[src/rtl/nanosoc_ahb_pkg.sv]
// AHB transfer and burst encodings shared by the nanosoc bus-matrix blocks.
package nanosoc_ahb_pkg;

    typedef enum logic [1:0] {
        HT_IDLE   = 2'b00,
        HT_BUSY   = 2'b01,
        HT_NONSEQ = 2'b10,
        HT_SEQ    = 2'b11
    } htrans_e;

    typedef enum logic [2:0] {
        HB_SINGLE = 3'd0,
        HB_INCR   = 3'd1,
        HB_WRAP4  = 3'd2,
        HB_INCR4  = 3'd3,
        HB_WRAP8  = 3'd4,
        HB_INCR8  = 3'd5,
        HB_WRAP16 = 3'd6,
        HB_INCR16 = 3'd7
    } hburst_e;

endpackage

[src/rtl/nanosoc_arbiter_burst_tracker.sv]
// Tracks fixed-length bursts on the output stage and decides whether the
// current grant must be held; caps hold after repeated early termination.
module nanosoc_arbiter_burst_tracker
    import nanosoc_ahb_pkg::*;
(
    input  logic       HCLK,
    input  logic       HRESET,
    input  logic       HSELM,
    input  logic [1:0] HTRANSM,
    input  logic [2:0] HBURSTM,
    input  logic       HREADYM,
    output logic       next_hold
);

    logic [3:0] count_q, count_d;
    logic       hold_q, hold_d;
    logic [1:0] early_q, early_d;
    logic       nonseq;

    assign nonseq = HSELM && (htrans_e'(HTRANSM) == HT_NONSEQ);

    always_comb begin
        count_d = count_q;
        hold_d  = hold_q;
        if (!HSELM) begin
            count_d = 4'd0;
            hold_d  = 1'b0;
        end else begin
            unique case (htrans_e'(HTRANSM))
                HT_IDLE: begin
                    count_d = 4'd0;
                    hold_d  = 1'b0;
                end
                HT_BUSY: begin
                end
                HT_NONSEQ: begin
                    if (early_q == 2'd2) begin
                        count_d = 4'd0;
                        hold_d  = 1'b0;
                    end else begin
                        case (hburst_e'(HBURSTM))
                            HB_INCR16, HB_WRAP16: begin
                                count_d = 4'd15;
                                hold_d  = 1'b1;
                            end
                            HB_INCR8, HB_WRAP8: begin
                                count_d = 4'd7;
                                hold_d  = 1'b1;
                            end
                            HB_INCR4, HB_WRAP4: begin
                                count_d = 4'd3;
                                hold_d  = 1'b1;
                            end
                            default: begin
                                count_d = 4'd0;
                                hold_d  = 1'b0;
                            end
                        endcase
                    end
                end
                HT_SEQ: begin
                    if (count_q != 4'd0) count_d = count_q - 4'd1;
                    if (count_q == 4'd1) hold_d = 1'b0;
                end
            endcase
        end

        // A new NONSEQ while still holding is an early-terminated burst.
        early_d = early_q;
        if (!hold_d) early_d = 2'd0;
        else if (nonseq && hold_q) early_d = early_q + 2'd1;
    end

    assign next_hold = hold_d;

    always_ff @(posedge HCLK) begin
        if (HRESET) begin
            count_q <= 4'd0;
            hold_q  <= 1'b0;
            early_q <= 2'd0;
        end else if (HREADYM) begin
            count_q <= count_d;
            hold_q  <= hold_d;
            early_q <= early_d;
        end
    end

endmodule

[src/rtl/nanosoc_arbiter_rr.sv]
// Round-robin output-stage arbiter with burst/lock hold and per-port
// starvation counters that override the rotation at arbitration points.
module nanosoc_arbiter_rr
    import nanosoc_ahb_pkg::*;
#(
    parameter int NUM_PORTS = 4,
    parameter int PORT_W    = 2,
    parameter int MAX_WAIT  = 15
) (
    input  logic                 HCLK,
    input  logic                 HRESET,
    input  logic [NUM_PORTS-1:0] req_port,
    input  logic                 HREADYM,
    input  logic                 HSELM,
    input  logic [1:0]           HTRANSM,
    input  logic [2:0]           HBURSTM,
    input  logic                 HMASTLOCKM,
    output logic [PORT_W-1:0]    addr_in_port,
    output logic                 no_port,
    output logic [NUM_PORTS-1:0] starved
);

    localparam int WAIT_W = $clog2(MAX_WAIT + 1);

    logic [PORT_W-1:0]    grant_q, grant_d;
    logic                 no_port_q, no_port_d;
    logic [PORT_W-1:0]    rr_q, rr_d;
    logic [NUM_PORTS-1:0] starved_q, starved_d;
    logic [WAIT_W-1:0]    wait_q [NUM_PORTS];
    logic [WAIT_W-1:0]    wait_d [NUM_PORTS];

    logic                 next_hold;
    logic [NUM_PORTS-1:0] cand;
    logic                 st_hit, rr_hit;
    logic [PORT_W-1:0]    st_win, rr_win, win;

    nanosoc_arbiter_burst_tracker u_burst (
        .HCLK      (HCLK),
        .HRESET    (HRESET),
        .HSELM     (HSELM),
        .HTRANSM   (HTRANSM),
        .HBURSTM   (HBURSTM),
        .HREADYM   (HREADYM),
        .next_hold (next_hold)
    );

    // The current owner stays a candidate while it is still mid-transfer.
    always_comb begin
        cand = '0;
        for (int i = 0; i < NUM_PORTS; i++) begin
            cand[i] = req_port[i] |
                      ((PORT_W'(i) == grant_q) && HSELM &&
                       (htrans_e'(HTRANSM) != HT_IDLE));
        end
    end

    always_comb begin
        st_hit = 1'b0;
        st_win = '0;
        for (int i = NUM_PORTS - 1; i >= 0; i--) begin
            if (cand[i] && starved_q[i]) begin
                st_hit = 1'b1;
                st_win = PORT_W'(i);
            end
        end
    end

    always_comb begin
        int idx;
        idx    = 0;
        rr_hit = 1'b0;
        rr_win = '0;
        for (int k = 0; k < NUM_PORTS; k++) begin
            idx = int'(rr_q) + k;
            if (idx >= NUM_PORTS) idx = idx - NUM_PORTS;
            if (!rr_hit && cand[idx]) begin
                rr_hit = 1'b1;
                rr_win = PORT_W'(idx);
            end
        end
    end

    always_comb begin
        int nxt;
        win       = st_hit ? st_win : rr_win;
        nxt       = int'(win) + 1;
        grant_d   = grant_q;
        no_port_d = no_port_q;
        rr_d      = rr_q;
        if (HMASTLOCKM || next_hold) begin
            no_port_d = 1'b0;
        end else if (|cand) begin
            grant_d   = win;
            no_port_d = 1'b0;
            if (nxt >= NUM_PORTS) nxt = 0;
            if ((win != grant_q) || no_port_q) rr_d = PORT_W'(nxt);
        end else if (HSELM) begin
            no_port_d = 1'b0;
        end else begin
            no_port_d = 1'b1;
        end
    end

    always_comb begin
        for (int i = 0; i < NUM_PORTS; i++) begin
            wait_d[i] = '0;
            if (req_port[i] && (grant_d != PORT_W'(i))) begin
                if (wait_q[i] == WAIT_W'(MAX_WAIT)) wait_d[i] = wait_q[i];
                else wait_d[i] = wait_q[i] + 1'b1;
            end
            starved_d[i] = (wait_d[i] == WAIT_W'(MAX_WAIT));
        end
    end

    always_ff @(posedge HCLK) begin
        if (HRESET) begin
            grant_q   <= '0;
            no_port_q <= 1'b1;
            rr_q      <= '0;
            starved_q <= '0;
            for (int i = 0; i < NUM_PORTS; i++) wait_q[i] <= '0;
        end else if (HREADYM) begin
            grant_q   <= grant_d;
            no_port_q <= no_port_d;
            rr_q      <= rr_d;
            starved_q <= starved_d;
            for (int i = 0; i < NUM_PORTS; i++) wait_q[i] <= wait_d[i];
        end
    end

    assign addr_in_port = grant_q;
    assign no_port      = no_port_q;
    assign starved      = starved_q;

endmodule

[config.mk]
export PLATFORM = sky130hd
export DESIGN_NAME = nanosoc_arbiter_rr
export DESIGN_NICKNAME = d
export VERILOG_FILES = /design/src/rtl/nanosoc_ahb_pkg.sv /design/src/rtl/nanosoc_arbiter_burst_tracker.sv /design/src/rtl/nanosoc_arbiter_rr.sv
export SDC_FILE = /design/constraint.sdc
export NUM_CORES = 1
export LEC_CHECK = 0
export ABC_AREA = 1
export BUFFER_PORTS_ARGS = -buffer_cell sky130_fd_sc_hd__clkbuf_2
export CELL_PAD_IN_SITES_DETAIL_PLACEMENT = 1
export CELL_PAD_IN_SITES_GLOBAL_PLACEMENT = 1
export CORE_ASPECT_RATIO = 1.1
export CORE_MARGIN = 2
export CORE_UTILIZATION = 45
export CTS_CLUSTER_DIAMETER = 200
export CTS_CLUSTER_SIZE = 40
export DETAILED_ROUTE_END_ITERATION = 6
export GPL_ROUTABILITY_DRIVEN = 0
export MAX_ROUTING_LAYER = met4
export PLACE_DENSITY = 0.91
export SETUP_SLACK_MARGIN = 0.05
export SLEW_MARGIN = 5
export SYNTH_ARGS = -nofsm -noshare
export SYNTH_HDL_FRONTEND = slang
export SYNTH_SLANG_ARGS = --single-unit
[constraint.sdc]
create_clock -name HCLK -period 4.95 [get_ports HCLK]
set_input_delay 0.2475 -clock HCLK [delete_from_list [all_inputs] [get_ports HCLK]]
set_output_delay 0.2475 -clock HCLK [all_outputs]
set_load 0.01 [all_outputs]
* Yosys cells after proc, flatten, opt, wreduce, memory -nomap -nowiden *
Memory sizes are Yosys's and may differ from the RTL's.
Index checks and enable logic that the tools add are counted.

word-level totals
  word-level logic and storage cells = 174
  memories kept = 1
  input bits = 14
  memory bits (writable) = 16
  register bits = 16
  output and inout bits = 7

cells by class
  magnitude comparators = 9
  reduce and logical (&&, ||, !) cells = 39
  bitwise gates (word level) = 9
  equal/unequal tests = 28
  mux-type cells = 67
  add/subtract/negate cells = 14

memory list
  name    depth  bits a word  read ports  clocked after memory_dff  wr ports  line                      text
  wait_q  4      4            4           0                         4         nanosoc_arbiter_rr.sv:29  logic [WAIT_W-1:0] wait_q [NUM_PORTS];

operator list
  cell                   number
  $lt A32 B4 Y1 const B  4
  $mux W32               4
  $mux W4                15
  $eq A4 B4 Y1 const B   8
  $mux W2                14
  $mux W1                27
  $pmux W4 S3            2
  $logic_and A1 B1 Y1    21
  $add A4 B1 Y4 const B  4
  $eq A3 B3 Y1 const B   4
  $ge A3 B3 Y1 const B   4
  $sub A3 B3 Y4 const B  3
  $bmux W1 S2            4
  $or A1 B1 Y1           8
  $add A2 B1 Y3 const B  2
  $add A2 B2 Y3 const B  2
  $eq A2 B2 Y1 const B   3
  $eq A3 B2 Y1 const B   2
  $reduce_or A2 Y1       3
  $reduce_or A6 Y1       1
  $eq A2 B2 Y1 const A   2
  $eq A4 B1 Y1 const B   1
  $logic_not A2 Y1       2
  $ne A2 B1 Y1 const B   2
  19 further kinds       24

* Longest topological paths before layout *
Gate-level depths: netlist of run 1.

  depth in word-level cells = 24
  depth in mapped cells = 19
  mapped depth without buffers = 18

* Cells and area by module *
Synthesis of run 1 repeated with hierarchy kept, for this count alone.

second synthesis, totals
  cells, all modules = 333
  area, all modules = 2384.8 um^2

by module, submodules not included
  module                         cells an instance  sequential area each (um^2)  instances  area an instance (um^2)
  nanosoc_arbiter_rr             255                660.6                        1          1848.0
  nanosoc_arbiter_burst_tracker  78                 140.1                        1          536.8

* Worst setup path after synthesis of run 1 *
OpenSTA, ideal clock, no wires.

  path kind = reg-to-reg
  start point = register grant_q[0], in the netlist addr_in_port[0]
  end point = memory wait_q[1][3] (netlist bit) (data pin)
  data required time = 4677 ps
  setup time = 273 ps
  arrival = 1658 ps
  clock period less this slack = 1930 ps
  stages on the path, launching flop included = 18
  buffers on the path = 0
  slack = 3020 ps
  path through = dfxtp_1 inv_1 nor2_1 nand2_1 nand3_1 nand2_1 nand2_1 nand2_1 nor2_4 nand2_1 nand2_1 nand3_2 nand3_1 nand2_2 inv_2 nand2_2 nand2_2 nor3b_2

RTL lines
  what                    line                       text
  from (decl)             nanosoc_arbiter_rr.sv:25   logic [PORT_W-1:0] grant_q, grant_d;
  from (signal assigned)  nanosoc_arbiter_rr.sv:123  grant_q <= grant_d;
  to (decl)               nanosoc_arbiter_rr.sv:29

==> results of run 1 <==
## cell families after synthesis
family                     Yosys count
muxes                                2
buffers and inverters               54
AOI/OAI and AO/OA                   46
and+or+nand+nor                    182
adders and majority gates            7
xor gates and xnor gates             3
DFF                                 32
## per-stage QoR
stage	worst slack [ns]	instance area (um2)	std cells	total power (uW)
2_1_floorplan	3.020	2320	326	460.4
3_3_place_gp	2.752	2467	399	497.8
3_5_place_dp	2.657	2467	399	509.2
4_1_cts	2.584	2584	407	778.0
5_1_grt	2.395	2584	407	816.5
6_report	2.625	2584	407	775.0
## final cells by class
type	count	area (um2)	area share, %
multi-input cells	240	1311	50.75
flip-flops and latches	32	800.8	30.99
inverters	50	187.7	7.264
repair buffers	19	95.09	3.680
clock buffers	6	82.58	3.196
well taps	58	72.57	2.809
clock inverters	2	33.78	1.308
## worst paths after layout
path,from,slack (ns),cells past startpoint,endpoint
min,req_port[3],0.23,3,starved[3]
min reg2reg,u_burst.early_q[1],0.48,2,u_burst.early_q[1]
max reg2reg,u_burst.early_q[0],2.63,17,wait_q[0][3]
max,u_burst.early_q[0],2.63,17,wait_q[0][3]
## layer usage
metal,wire (um),share of wire [%],track usage [%],vias up
met1,2393,39,24.66,1052
met4,123,2.0,7.407,0
met5,0,0,-,-
li1,-,-,-,1117
met2,3393,55,46.61,39
met3,213,3.5,4.442,9
## layout by cell type, fill, tap and decap left out, types with 10 or more instances in the layout
cell / instances
edfxtp_1: 16
a21oi_1: 18
nand2_2: 10
dfxtp_1: 16
nor2_1: 35
nand3_1: 31
inv_1: 44
o21ai_0: 11
nand2_1: 77
clkbuf_2: 19
## state kept, by name, indices dropped and copies added (netlist names)
name / count
rr_q: 2
addr_in_port: 2
u_burst.count_q: 4
u_burst.hold_q: 1
starved: 4
wait_q: 16
no_port: 1
u_burst.early_q: 2
## report_power, final
part / internal, uW / total, uW / leakage, uW / switching (uW)
logic: 63.2 / 198 / 0.000825 / 135
registers: 294 / 310 / 0.000309 / 15.9
clock network: 162 / 266 / 0.0000588 / 104
## worst max-delay path: stages (launching register included)
cell and delay (ns):
dfxtp_1 0.30, inv_1 0.08, ha_1 0.15, inv_1 0.05, o211ai_1 0.13, nand2_1 0.09
nand2_1 0.11, inv_1 0.08, nor2_1 0.20, inv_1 0.09, nor2_2 0.18, inv_1 0.10
nand2_1 0.08, nand2_2 0.10, inv_2 0.09, nand2_1 0.06, nand2_2 0.11, nor3b_2 0.06
==> impl_metrics.csv, run 1 <==
group,metric,value,unit
synth,synth_area_per_cell,7.116,um2
sta,setup_viol,0,
synth,synth_top_family_by_area,"simple AND/OR/NAND/NOR gates",
critical_path,crit_arrival,2.35,ns
synth,netlist_area,2320,um2
clocking,path_clk_slew,0.07,ns
sta,skew,0.002067,ns
global_routing,antenna_found_initial,0,
flow_run,cap_violations,0,
final_layout,nets,369,
clocking,cts_hold_buf,0,
sta,slew_headroom,54.58,%
detailed_routing,wirelength,6.123,mm
synth,synth-compound-area-share,12.14,%
final_layout,syn2layout_area_growth,11.38,%
detailed_routing,drt_iter0_drc,75,
synth,netlist_top_cells_count,"nand2_1 (77), inv_1 (44), nor2_1 (35)",
synth,synth_top_area_share,20.71,%
detailed_routing,dr.pass1.iters,4,
critical_path,worst_setup_path_start_kind,"flip-flop",
synth,ys_types,40,
die,placementRows,27,
global_routing,grt_pass1_vias,2364,
power_and_ir_drop,p_leak,0.001192,uW
final_layout,fin_util,51.68,%
synth,yosysSeqAreaShare,34.52,%
die,fp.coreArea,5000,um2
sta,hold_slack,0.2261,ns
synth,ys_dominant_reg_cell,"edfxtp_1",
synth,async_flop_share,0,%
die,die-area,5746,um2
power_and_ir_drop,powerDensity,299.9,nW/um2
sta,finalCritPeriodShare,46.97,%
worst_hold_path,hold_class,"primary input to flip-flop",
global_routing,grtUsageTotal,24.30,%
sta,setup_tns,0,ns
detailed_routing,wl_per_cell,15.04,um
clocking,htree_levels,2,
critical_path,worstSetupPathType,"flip-flop to flip-flop",
synth,yosys_warnings,0,
synth,synthSimpleGateAreaFrac,38.30,%
clocking,cts_made_buffers,5,
synth,synth_xor_area_share,1.456,%
global_routing,grt_pass1_wl,10.62,mm
critical_path,worstPathRequired,4.98,ns
sta,rsz0062_at_grt,"false",
synth,netlist.top_cell.by_area,"edfxtp_1",
final_layout,drive_above_1_share,18.62,%
die,fp.dieW,72.46,um
die,boundaryPins,21,
placed_design,hpwlAfterDp,4.734,mm
die,die_h,79.30,um
synth,synthCells,326,
sta,slew_violations,0,
clocking,cts_resized,0,
synth,synth-seq-cells,32,
synth,synthMuxAreaShare,0.8630,%
synth,synth.area.top_cells,"edfxtp_1 (21%), dfxtp_1 (14%), nand2_1 (12%)",
synth,synth-edff-count,16,
clocking,cts_tree,"built",
clocking,clock_sinks,32,
clocking,postCtsSetupBuffers,0,
placed_design,io_buffers,19,
global_routing,grt_max_degree,19,
clocking,root_buffer,"clkbuf_8",
final_layout,fillerInstances,677,
die,start_util,46.40,%
clocking,clockBufferDepth,2,
power_and_ir_drop,ir_drop,0.1162,mV
clocking,clk_latency,0.29,ns
synth,synthesis.nets,347,
sta,tightestPinTransition,0.6805,ns
critical_path,crit_fanout,5,
synth,synth_fa_ha_area_share,3.776,%
detailed_routing,drc_errors,0,
detailed_routing,num_vias,2217,
sta,finalCriticalPeriod,2.325,ns
final_layout,n_antenna_cell,0,
sta,hold_violations,0,
critical_path,cp-end-kind,"flip-flop",
sta,achievable-frequency,430.1,MHz
detailed_routing,drt.antenna.violating_nets,0,
status,status,"finished, final reports clean",
synth,synth_most_common_cell,"nand2_1",
global_routing,grt_overflow,0,
detailed_routing,viasPerCell,5.447,
No activity file was read; power rests on OpenSTA's default activity.
==> run 2, diff against run 1 <==
Settings changed: CORE_UTILIZATION 45 to 43, PLACE_DENSITY 0.91 to 0.88.
Clock period 4.95 ns to 2.27 ns, I/O delays scaled along.
==> impl_metrics.csv, run 2 (synthesis gave the netlist of run 1 again) <==
group,metric,value,unit
clocking,clockBufferDepth,2,
critical_path,crit_fanout,5,
power_and_ir_drop,p_leak,0.001287,uW
final_layout,top_register,"wait_q",
sta,slew_violations,0,
die,die-area,5999,um2
die,placementRows,28,
final_layout,drive_above_1_share,32.78,%
final_layout,nets,380,
detailed_routing,wirelength,7.045,mm
critical_path,critical-path-slowest-cell,"nor4_2",
worst_hold_path,min_from,"req_port[3]",
final_layout,fin_util,54.52,%
sta,achievable-frequency,455.7,MHz
sta,tightestPinTransition,0.6968,ns
critical_path,cp_cell_sequence,"buf_4 > nand3_2 > nand2_1 > nor4_2 > nor2_4 > inv_2 > nand2_1 > nand2_4 > inv_4 > nand2_2 > nand2_4 > nor3b_2",
placed_design,io_buffers,19,
clocking,clk_latency,0.30,ns
sta,hold_violations,0,
power_and_ir_drop,ir_drop,0.4001,mV
final_layout,n_antenna_cell,0,
clocking,htree_levels,2,
placed_design,hpwlAfterDp,4.695,mm
detailed_routing,drt_iter0_drc,143,
sta,slew_headroom,53.50,%
critical_path,worstPathRequired,2.42,ns
clocking,path_clk_slew,0.07,ns
critical_path,crit_buf_inv,3,
clocking,root_buffer,"clkbuf_8",
power_and_ir_drop,powerDensity,619.4,nW/um2
sta,finalCritPeriodShare,96.68,%
final_layout,final_cell_mix,"nand2_1 (65), inv_1 (38), nor2_1 (33)",
critical_path,worstSetupPathType,"flip-flop to flip-flop",
detailed_routing,drc_errors,0,
global_routing,grtUsageTotal,23.68,%
placed_design,dp.cells,420,
critical_path,worst_path_largest_cell_delay,0.47,ns
final_layout,largest_reg_flops,16,
detailed_routing,viasPerCell,5.393,
die,die_h,81.04,um
detailed_routing,num_vias,2346,
status,status,"finished, final reports clean",
detailed_routing,drt.antenna.violating_nets,0,
global_routing,grt_pass1_vias,2409,
final_layout,final_cell_count_no_fill,435,
critical_path,timing.rr.start,"addr_in_port[1]",
placed_design,pre_cts_ws,0.02875,ns
die,fp.coreArea,5290,um2
flow_run,cap_violations,0,
global_routing,antenna_found_initial,0,
critical_path,worst_setup_path_start_kind,"flip-flop",
global_routing,grt_overflow,0,
sta,hold_slack,0.09209,ns
die,fp.dieW,74.03,um
die,start_util,43.85,%
worst_hold_path,hold_class,"primary input to flip-flop",
detailed_routing,dr.pass1.iters,4,
power_and_ir_drop,p_total,1786,uW
final_layout,layout_commonest_cell,"nand2_1",
sta,skew,0.007169,ns
critical_path,crit_start,"addr_in_port[1]",
critical_path,critPathTopFamily,"simple AND/OR/NAND/NOR gates",
final_layout,syn2layout_area_growth,24.33,%
detailed_routing,wl_per_cell,16.20,um
sta,rsz0062_at_grt,"true",
clocking,cts_tree,"built",
sta,setup_viol,0,
die,boundaryPins,21,
clocking,cts_made_buffers,5,
global_routing,grt_max_degree,19,
clocking,clock_sinks,32,
critical_path,crit_arrival,2.34,ns
critical_path,cp-end-kind,"flip-flop",
sta,worst_slack,0.07535,ns
sta,finalCriticalPeriod,2.195,ns
global_routing,grt_pass1_wl,10.57,mm
[run 2: worst min-delay path, stage by stage]
cell      delay, ns
clkbuf_2       0.10
nand4_1        0.09
nand2_1        0.05
[run 2: what timing repair did]
item                       in CTS  in global routing
hold buffers                    0                  0
setup endpoints to repair      12                 22
gates resized for setup         1                 60
buffers inserted                1                  6
pin swaps                       1                 18
[run 2: per-stage QoR]
| step | cell area [um2] | setup TNS [ns] |
|---|---|---|
| after floorplan | 2320 | 0 |
| after global placement | 2519 | 0 |
| after detailed placement | 2519 | 0 |
| after CTS | 2636 | 0 |
| after global routing | 2884 | -0.06324 |
| final | 2884 | 0 |
[run 2: final timing paths]
kind / cells past startpoint / slack [ns] / to
min reg2reg: 2 / 0.51 / starved[0]
max reg2reg: 12 / 0.08 / wait_q[1][3]
min: 3 / 0.09 / starved[3]
max: 12 / 0.08 / wait_q[1][3]
[run 2: layout make-up]
type / count / area (um2)
fillers: 684 / 2406
multi-input cells: 240 / 1489
flip-flops and latches: 32 / 817.0
inverters: 50 / 195.2
repair buffers: 30 / 181.4
well taps: 75 / 93.84
clock buffers: 6 / 72.57
clock inverters: 2 / 35.03
[run 2: where the power goes]
part	switching, uW	internal [uW]
clock	240	326
sequential	37.4	643
combinational	354	186
total	632	1150
[run 2: layer usage]
| metal | global-route usage [%] | part of all wire (%) | vias to the layer above | wire, um |
|---|---|---|---|---|
| met5 | - | 0 | - | 0 |
| met4 | 8.727 | 2.9 | 0 | 204 |
| met3 | 4.342 | 3.2 | 22 | 223 |
| met2 | 43.21 | 52 | 57 | 3674 |
| met1 | 25.17 | 42 | 1126 | 2944 |
| li1 | - | - | 1141 | - |
